===== src/rtl/framebuffer_writer.sv =====
// rtl/framebuffer_writer.sv - pixel plot / frame clear writer for a 160x120 3-bit framebuffer
module framebuffer_writer #(
  parameter int WIDTH  = 160,
  parameter int HEIGHT = 120,
  parameter int DEPTH  = WIDTH * HEIGHT
) (
  input  logic        clock,
  input  logic        reset,
  input  logic        plot,
  input  logic [7:0]  in_x,
  input  logic [6:0]  in_y,
  input  logic [2:0]  in_col,
  output logic        ready,
  input  logic        clear,
  input  logic [2:0]  clear_col,
  output logic        busy,
  output logic        done,
  output logic        wr_en,
  output logic [14:0] wr_addr,
  output logic [2:0]  wr_data,
  output logic [7:0]  drop_count
);

  localparam logic [7:0]  X_LIM     = 8'(WIDTH);
  localparam logic [6:0]  Y_LIM     = 7'(HEIGHT);
  localparam logic [14:0] LAST_ADDR = 15'(DEPTH - 1);

  typedef enum logic {
    IDLE,
    CLEAR
  } state_t;

  state_t      state_q, state_d;
  logic [14:0] cnt_q, cnt_d;
  logic [2:0]  col_q, col_d;
  logic        wr_en_q, wr_en_d;
  logic [14:0] wr_addr_q, wr_addr_d;
  logic [2:0]  wr_data_q, wr_data_d;
  logic        last_q, last_d;
  logic        done_q, done_d;
  logic [7:0]  drop_q, drop_d;

  logic        in_range;
  logic [14:0] y_ext;
  logic [14:0] pix_addr;

  assign ready    = (state_q == IDLE) && !clear && !reset;
  assign busy     = (state_q == CLEAR);
  assign done     = done_q;
  assign wr_en    = wr_en_q;
  assign wr_addr  = wr_addr_q;
  assign wr_data  = wr_data_q;
  assign drop_count = drop_q;

  // y*160 + x built from shifts: y*128 + y*32 + x
  assign in_range = (in_x < X_LIM) && (in_y < Y_LIM);
  assign y_ext    = {8'd0, in_y};
  assign pix_addr = (y_ext << 7) + (y_ext << 5) + {7'd0, in_x};

  // Next-state and write-port selection; pixel writes only from IDLE, fill writes only from CLEAR
  always_comb begin
    state_d   = state_q;
    cnt_d     = cnt_q;
    col_d     = col_q;
    wr_en_d   = 1'b0;
    wr_addr_d = wr_addr_q;
    wr_data_d = wr_data_q;
    last_d    = 1'b0;
    done_d    = last_q;
    drop_d    = drop_q;
    case (state_q)
      IDLE: begin
        if (clear) begin
          state_d = CLEAR;
          cnt_d   = 15'd0;
          col_d   = clear_col;
        end else if (plot && ready) begin
          if (in_range) begin
            wr_en_d   = 1'b1;
            wr_addr_d = pix_addr;
            wr_data_d = in_col;
          end else if (drop_q != 8'hff) begin
            drop_d = drop_q + 8'd1;
          end
        end
      end
      CLEAR: begin
        wr_en_d   = 1'b1;
        wr_addr_d = cnt_q;
        wr_data_d = col_q;
        if (cnt_q == LAST_ADDR) begin
          state_d = IDLE;
          cnt_d   = 15'd0;
          last_d  = 1'b1;
        end else begin
          cnt_d = cnt_q + 15'd1;
        end
      end
      default: state_d = IDLE;
    endcase
  end

  // State and output registers; reset drops any in-flight write immediately
  always_ff @(posedge clock or posedge reset) begin
    if (reset) begin
      state_q   <= IDLE;
      cnt_q     <= 15'd0;
      col_q     <= 3'd0;
      wr_en_q   <= 1'b0;
      wr_addr_q <= 15'd0;
      wr_data_q <= 3'd0;
      last_q    <= 1'b0;
      done_q    <= 1'b0;
      drop_q    <= 8'd0;
    end else begin
      state_q   <= state_d;
      cnt_q     <= cnt_d;
      col_q     <= col_d;
      wr_en_q   <= wr_en_d;
      wr_addr_q <= wr_addr_d;
      wr_data_q <= wr_data_d;
      last_q    <= last_d;
      done_q    <= done_d;
      drop_q    <= drop_d;
    end
  end

endmodule


===== config.mk =====
export PLATFORM = sky130hd
export DESIGN_NAME = framebuffer_writer
export DESIGN_NICKNAME = d
export VERILOG_FILES = /design/src/rtl/framebuffer_writer.sv
export SDC_FILE = /design/constraint.sdc
export NUM_CORES = 1
export LEC_CHECK = 0
export CAP_MARGIN = 20
export CORE_ASPECT_RATIO = 1.25
export CORE_MARGIN = 2
export CORE_UTILIZATION = 51
export DETAILED_ROUTE_END_ITERATION = 16
export HOLD_SLACK_MARGIN = 0.05
export PLACE_DENSITY = 0.79
export SYNTH_ARGS = -nofsm -noshare
export SYNTH_HDL_FRONTEND = slang
export SYNTH_SLANG_ARGS = --single-unit

===== constraint.sdc =====
create_clock -name clock -period 1.8 [get_ports clock]
set_input_delay 0.18 -clock clock [delete_from_list [all_inputs] [get_ports clock]]
set_output_delay 0.18 -clock clock [all_outputs]
set_load 0.01 [all_outputs]

Yosys cells after proc, flatten, opt, wreduce, memory -nomap -nowiden
Index checks and enable logic that the tools add are counted.
Cells by class
  mux-type cells: 20
  reductions and logical operators: 9
  $add $sub $neg: 4
  equal/unequal tests: 6
  bitwise logic cells: 3
  order comparisons: 2
Operators by type and width (number)
  $mux W15: 5
  $pmux W15 S2: 2
  $add A14 B12 Y15: 1
  $add A15 B1 Y15 const B: 1
  $add A15 B8 Y15: 1
  $eq A15 B15 Y1 const B: 1
  $mux W3: 3
  $add A8 B1 Y8 const B: 1
  $lt A8 B8 Y1 const B: 1
  $ne A8 B8 Y1 const B: 1
  $lt A7 B7 Y1 const B: 1
  $mux W1: 7
  $ne A2 B2 Y1 const B: 3
  $pmux W3 S2: 1
  $reduce_and A5 Y1: 1
  $logic_and A1 B1 Y1: 4
  $pmux W1 S2: 2
  $not A1 Y1: 3
  $reduce_and A3 Y1: 1
  $logic_not A1 Y1: 2
  $ne A2 B1 Y1 const B: 1
  $reduce_and A2 Y1: 1
Word-level totals
  output and inout bits: 30
  register bits: 48
  logic and storage cells: 53
  bits of input ports: 25

Depth between registers and ports, before layout
Gate-level depths: netlist of the first run.
  depth in word-level cells: 7
  depth in mapped cells: 9
  gate-level depth less buffers: 9

Worst setup path after synthesis of the first run
No wires, ideal clock.
  path kind: in2reg
  start point: input port in_x[7]
  end point: register wr_addr_q[14], in the netlist wr_addr[14]
  setup time: 0.132 ns
  data arrival time: 1.978 ns
  path buffers: 0
  required time: 1.668 ns
  stages: 9
  setup slack: -0.310 ns
  path through: inv_1 -> fa_1 -> inv_1 -> fa_1 -> a211oi_1 -> o21bai_1 -> a21o_1 -> a21oi_1 -> o31ai_1
On the way
  word-level cells in the longest chain between the ends: 5
  elaborated cells between the ends (all ways): 9
  classes of those cells: 1 x add/sub; 1 x order compare; 1 x eq/ne; 4 x mux; 2 x reduce/logical
Ends and longest elaborated chain
  start, declared: line 10  | input logic [7:0] in_x,
  $add A15 B8 Y15: line 58  | assign pix_addr = (y_ext << 7) + (y_ext << 5) + {7'd0, in_x};
  $mux W15: line 78  | if (in_range) begin
  $mux W15: line 77  | end else if (plot && ready) begin
  $mux W15: line 73  | if (clear) begin
  $pmux W15 S2: line 71  | case (state_q)
  end signal, assigned: line 120  | wr_addr_q <= wr_addr_d;
  end, declared: line 37  | logic [14:0] wr_addr_q, wr_addr_d;
Parallel ways exist; a longest one is shown, timed or not. The select of a mux whose other input is x is not followed.
A chain may end at the register's enable or synchronous reset.

Final worst setup path of the first run
  start point: input port in_y[1]
  end point: register wr_addr_q[14], in the netlist wr_addr[14]
On the way
  word-level cells in the longest chain between the ends: 6
  elaborated cells between the ends (all ways): 10
  classes of those cells: 2 x add/sub; 1 x order compare; 1 x eq/ne; 4 x mux; 2 x reduce/logical
Ends and longest elaborated chain
  start, declared: line 11  | input logic [6:0] in_y,
  $add A14 B12 Y15: line 58
  $add A15 B8 Y15: line 58
  $mux W15: line 78
  $mux W15: line 77
  $mux W15: line 73
  $pmux W15 S2: line 71
Parallel ways exist; a longest one is shown, timed or not. The select of a mux whose other input is x is not followed.

==> flow_summary.json, run 1 <==
{
  "status": "completed",
  "synthCells": 256,
  "start_util_pct": 53.8,
  "rsz0062_at_grt": "yes",
  "fmax_mhz": 571,
  "num_vias": 2326,
  "grt_pass1_vias": 2455,
  "dp.cells": 399,
  "ant_nets": 0,
  "rows": 28,
  "clock_path_buffers": 2,
  "end_kind": "flop",
  "hp-class": "in -> async",
  "pwr_density_cell_mw_per_mm2": 967,
  "ctsRootBufferMaster": "clkbuf_8",
  "route.detailed.drc": 0,
  "synth_nets": 298,
  "top_usage_layer": "met2",
  "critPathKind": "in -> reg",
  "fillers": 309,
  "ys_async_sr_fraction_pct": 100,
  "skew_ns": 0.00909,
  "critPathLaunchType": "input pin",
  "pin_count": 55,
  "htreeDepth": 2,
  "synth_cell_types": 43,
  "numCtsBuffers": 5,
  "cts_hold_buffers": 0,
  "fin_crit_sh_pct": 97.3,
  "drv_slew": 0,
  "antenna_found_initial": 0,
  "synthFlopType": "dfrtp_1",
  "antenna_cells": 0,
  "die_h_um": 83.6,
  "setup_viol": 0,
  "gr-total-overflow": 0,
  "dieWidth_um": 67.7,
  "grt_first_pass_wirelength_um": 11200,
  "path_max_fanout": 2,
  "cts_tree": "done",
  "min_period_ns": 1.75,
  "cts_sinks": 48,
  "drt-total-wl_um": 6720,
  "grt_usage_pct": 25.5,
  "portBuffers": 54,
  "layout.nets": 389,
  "drive_gt1_share_pct": 23.3,
  "leakagePower_uw": 0.00168,
  "crit_required_ns": 1.99,
  "irDropWorstVdd_mv": 0.582,
  "ys_seq_area_share_pct": 46.5,
  "clock_latency_ns": 0.31,
  "netlist_area_mm2": 0.00258,
  "dr.pass1.iters": 4,
  "die_area_mm2": 0.00566,
  "finalHoldViolations": 0,
  "clkTransAtPathRegs_ns": 0.09,
  "tightest_slew_ns": 0.327,
  "dpl_cell_area_mm2": 0.00350,
  "area_growth_pct": 42.9,
  "gp_congestion": 0.864,
  "yosysWarnings": 0,
  "slew_headroom_pct": 78.2,
  "cap_violations": 0,
  "grtUsageMet3_pct": 4.05,
  "dpl.hpwl_um": 5090,
  "avgSynthCellArea_um2": 10.1,
  "use_met1_pct": 31.9,
  "fin_area_mm2": 0.00369,
  "synth-edff-count": 0,
  "ys_ff_latch": 48,
  "core_mm2": 0.00480,
  "crit_arrival_ns": 1.94,
  "drtIter0Drc": 215,
  "grt_use_met2_pct": 43.9,
  "fin_tns_setup_ns": 0,
  "viasPerCell": 5.70,
  "fin_cells": 408,
  "grt_start_max_net_pins": 36,
  "wl_per_cell_um": 16.5
}
-- power by group --
part / switching [µW] / total [µW] / internal, µW
registers: 269 / 1600 / 1330
clock network: 370 / 781 / 411
logic: 519 / 1190 / 670
total: 1160 / 3570 / 2410
-- cells in the mapped netlist, types with 2 or more instances --
master	instances	area, µm²
dfrtp_1	48	1200
nor2_1	30	113
ha_1	15	188
nand2_1	14	52.6
inv_1	13	48.8
a21oi_1	11	55.1
o21ai_0	11	55.1
o22ai_1	11	68.8
a31oi_1	10	62.6
xnor2_1	9	78.8
nand3_1	8	40.0
nand4_1	7	43.8
a21o_1	5	37.5
and3_1	5	31.3
a22oi_1	4	30.0
clkbuf_1	4	15.0
mux2_2	4	45.0
a211oi_1	3	22.5
a41oi_1	3	26.3
and4_1	3	26.3
buf_2	3	15.0
nand2b_1	3	18.8
o21ai_1	3	15.0
o31ai_1	3	22.5
or3_1	3	18.8
xor2_1	3	26.3
a221o_1	2	20.0
fa_1	2	40.0
or2_2	2	12.5
-- registers in the layout (all words and copies together), names as in the netlist --
signal and cells:
busy 1, wr_data 3, cnt_q 15, col_q 3, drop_count 8, wr_en 1
done 1, wr_addr 15, done_d 1
-- what timing repair did --
action | CTS | global route
gates resized for setup | 29 | 7
endpoints found under the setup margin | 9 | 5
buffers inserted | 1 | 0
pin swaps | 11 | 7
-- logic make-up after synthesis --
logic type / synth area share [%]
and+or+nand+nor: 17.7
AOI/OAI and AO/OA: 17.7
DFF: 46.5
buffers and inverters: 3.49
adders and majority gates: 8.81
xor gates and xnor gates: 4.07
muxes: 1.74
-- worst max-delay path: stages --
cell           delay [ns]
dlygate4sd2_1        0.28
ha_4                 0.26
ha_4                 0.17
fa_2                 0.36
a211oi_2             0.20
o21bai_1             0.10
a21o_1               0.18
a21oi_1              0.13
o31ai_1              0.08
-- path summary, 6_finish.rpt --
kind,start,end,slack (ns),cells after the start
min reg2reg,done_d$_DFF_PP0_,done$_DFF_PP0_,0.38,0
max in group asynchronous,reset,cnt_q[9]$_DFFE_PP0P_,1.07,3
max,in_y[1],wr_addr[14]$_DFFE_PP0P_,0.05,9
min in group clock,in_y[0],wr_addr[5]$_DFFE_PP0P_,0.35,4
max reg2reg,cnt_q[0]$_DFFE_PP0P_,cnt_q[3]$_DFFE_PP0P_,0.14,7
min,reset,wr_addr[1]$_DFFE_PP0P_,0.24,2
-- per-layer routing --
metal / wire length, µm / up-vias
met5: 0 / -
met4: 148 / 0
met3: 213 / 13
met2: 3660 / 46
met1: 2700 / 1151
li1: - / 1116
-- metrics by stage --
step	worst slack, ns	total power [µW]	utilization, %	hold WS, ns
3_3_place_gp	-0.777	2720	72.9	0.333
6_report	0.0484	3570	76.9	0.238
5_1_grt	-0.0199	3770	76.9	0.283
4_1_cts	-0.0530	3550	75.9	0.221
3_5_place_dp	-0.838	2770	72.9	0.350
2_1_floorplan	-0.116	2150	-	0.331
-- layout make-up --
class / count / area (µm²) / area share [%]
well taps: 60 / 75.1 / 2.03
clock buffers: 5 / 68.8 / 1.86
inverters: 13 / 56.3 / 1.53
multi-input cells: 187 / 1400 / 38.0
clock inverters: 3 / 42.5 / 1.15
flip-flops and latches: 48 / 1200 / 32.6
repair buffers: 92 / 842 / 22.8
-- cell usage in the layout, fill, tap and decap left out, types with 5 or more instances in the layout --
cell type	Yosys	final
nand2_1	14	14
clkbuf_8	0	5
o21ai_1	3	5
a21oi_1	11	10
nand4_1	7	7
clkdlybuf4s50_1	0	45
and3_1	5	5
a21o_1	5	5
o21ai_0	11	8
ha_4	0	5
nand3_1	8	8
nor2_1	30	30
dfrtp_1	48	47
buf_4	0	36
dlygate4sd2_1	0	5
ha_1	15	8
a31oi_1	10	10
o22ai_1	11	11
inv_1	13	8
xnor2_1	9	9
No activity file was read; power rests on OpenSTA's default activity.
==> inputs of run 2 (changes only) <==
--- a/config.mk
+++ b/config.mk
@@ -12,6 +12,7 @@
 export DETAILED_ROUTE_END_ITERATION = 16
 export HOLD_SLACK_MARGIN = 0.05
 export PLACE_DENSITY = 0.79
+export SKIP_LAST_GASP = 1
 export SYNTH_ARGS = -nofsm -noshare
 export SYNTH_HDL_FRONTEND = slang
 export SYNTH_SLANG_ARGS = --single-unit
==> results of run 2 <==
Final layout, timing and power as in run 1 (identical DEF).
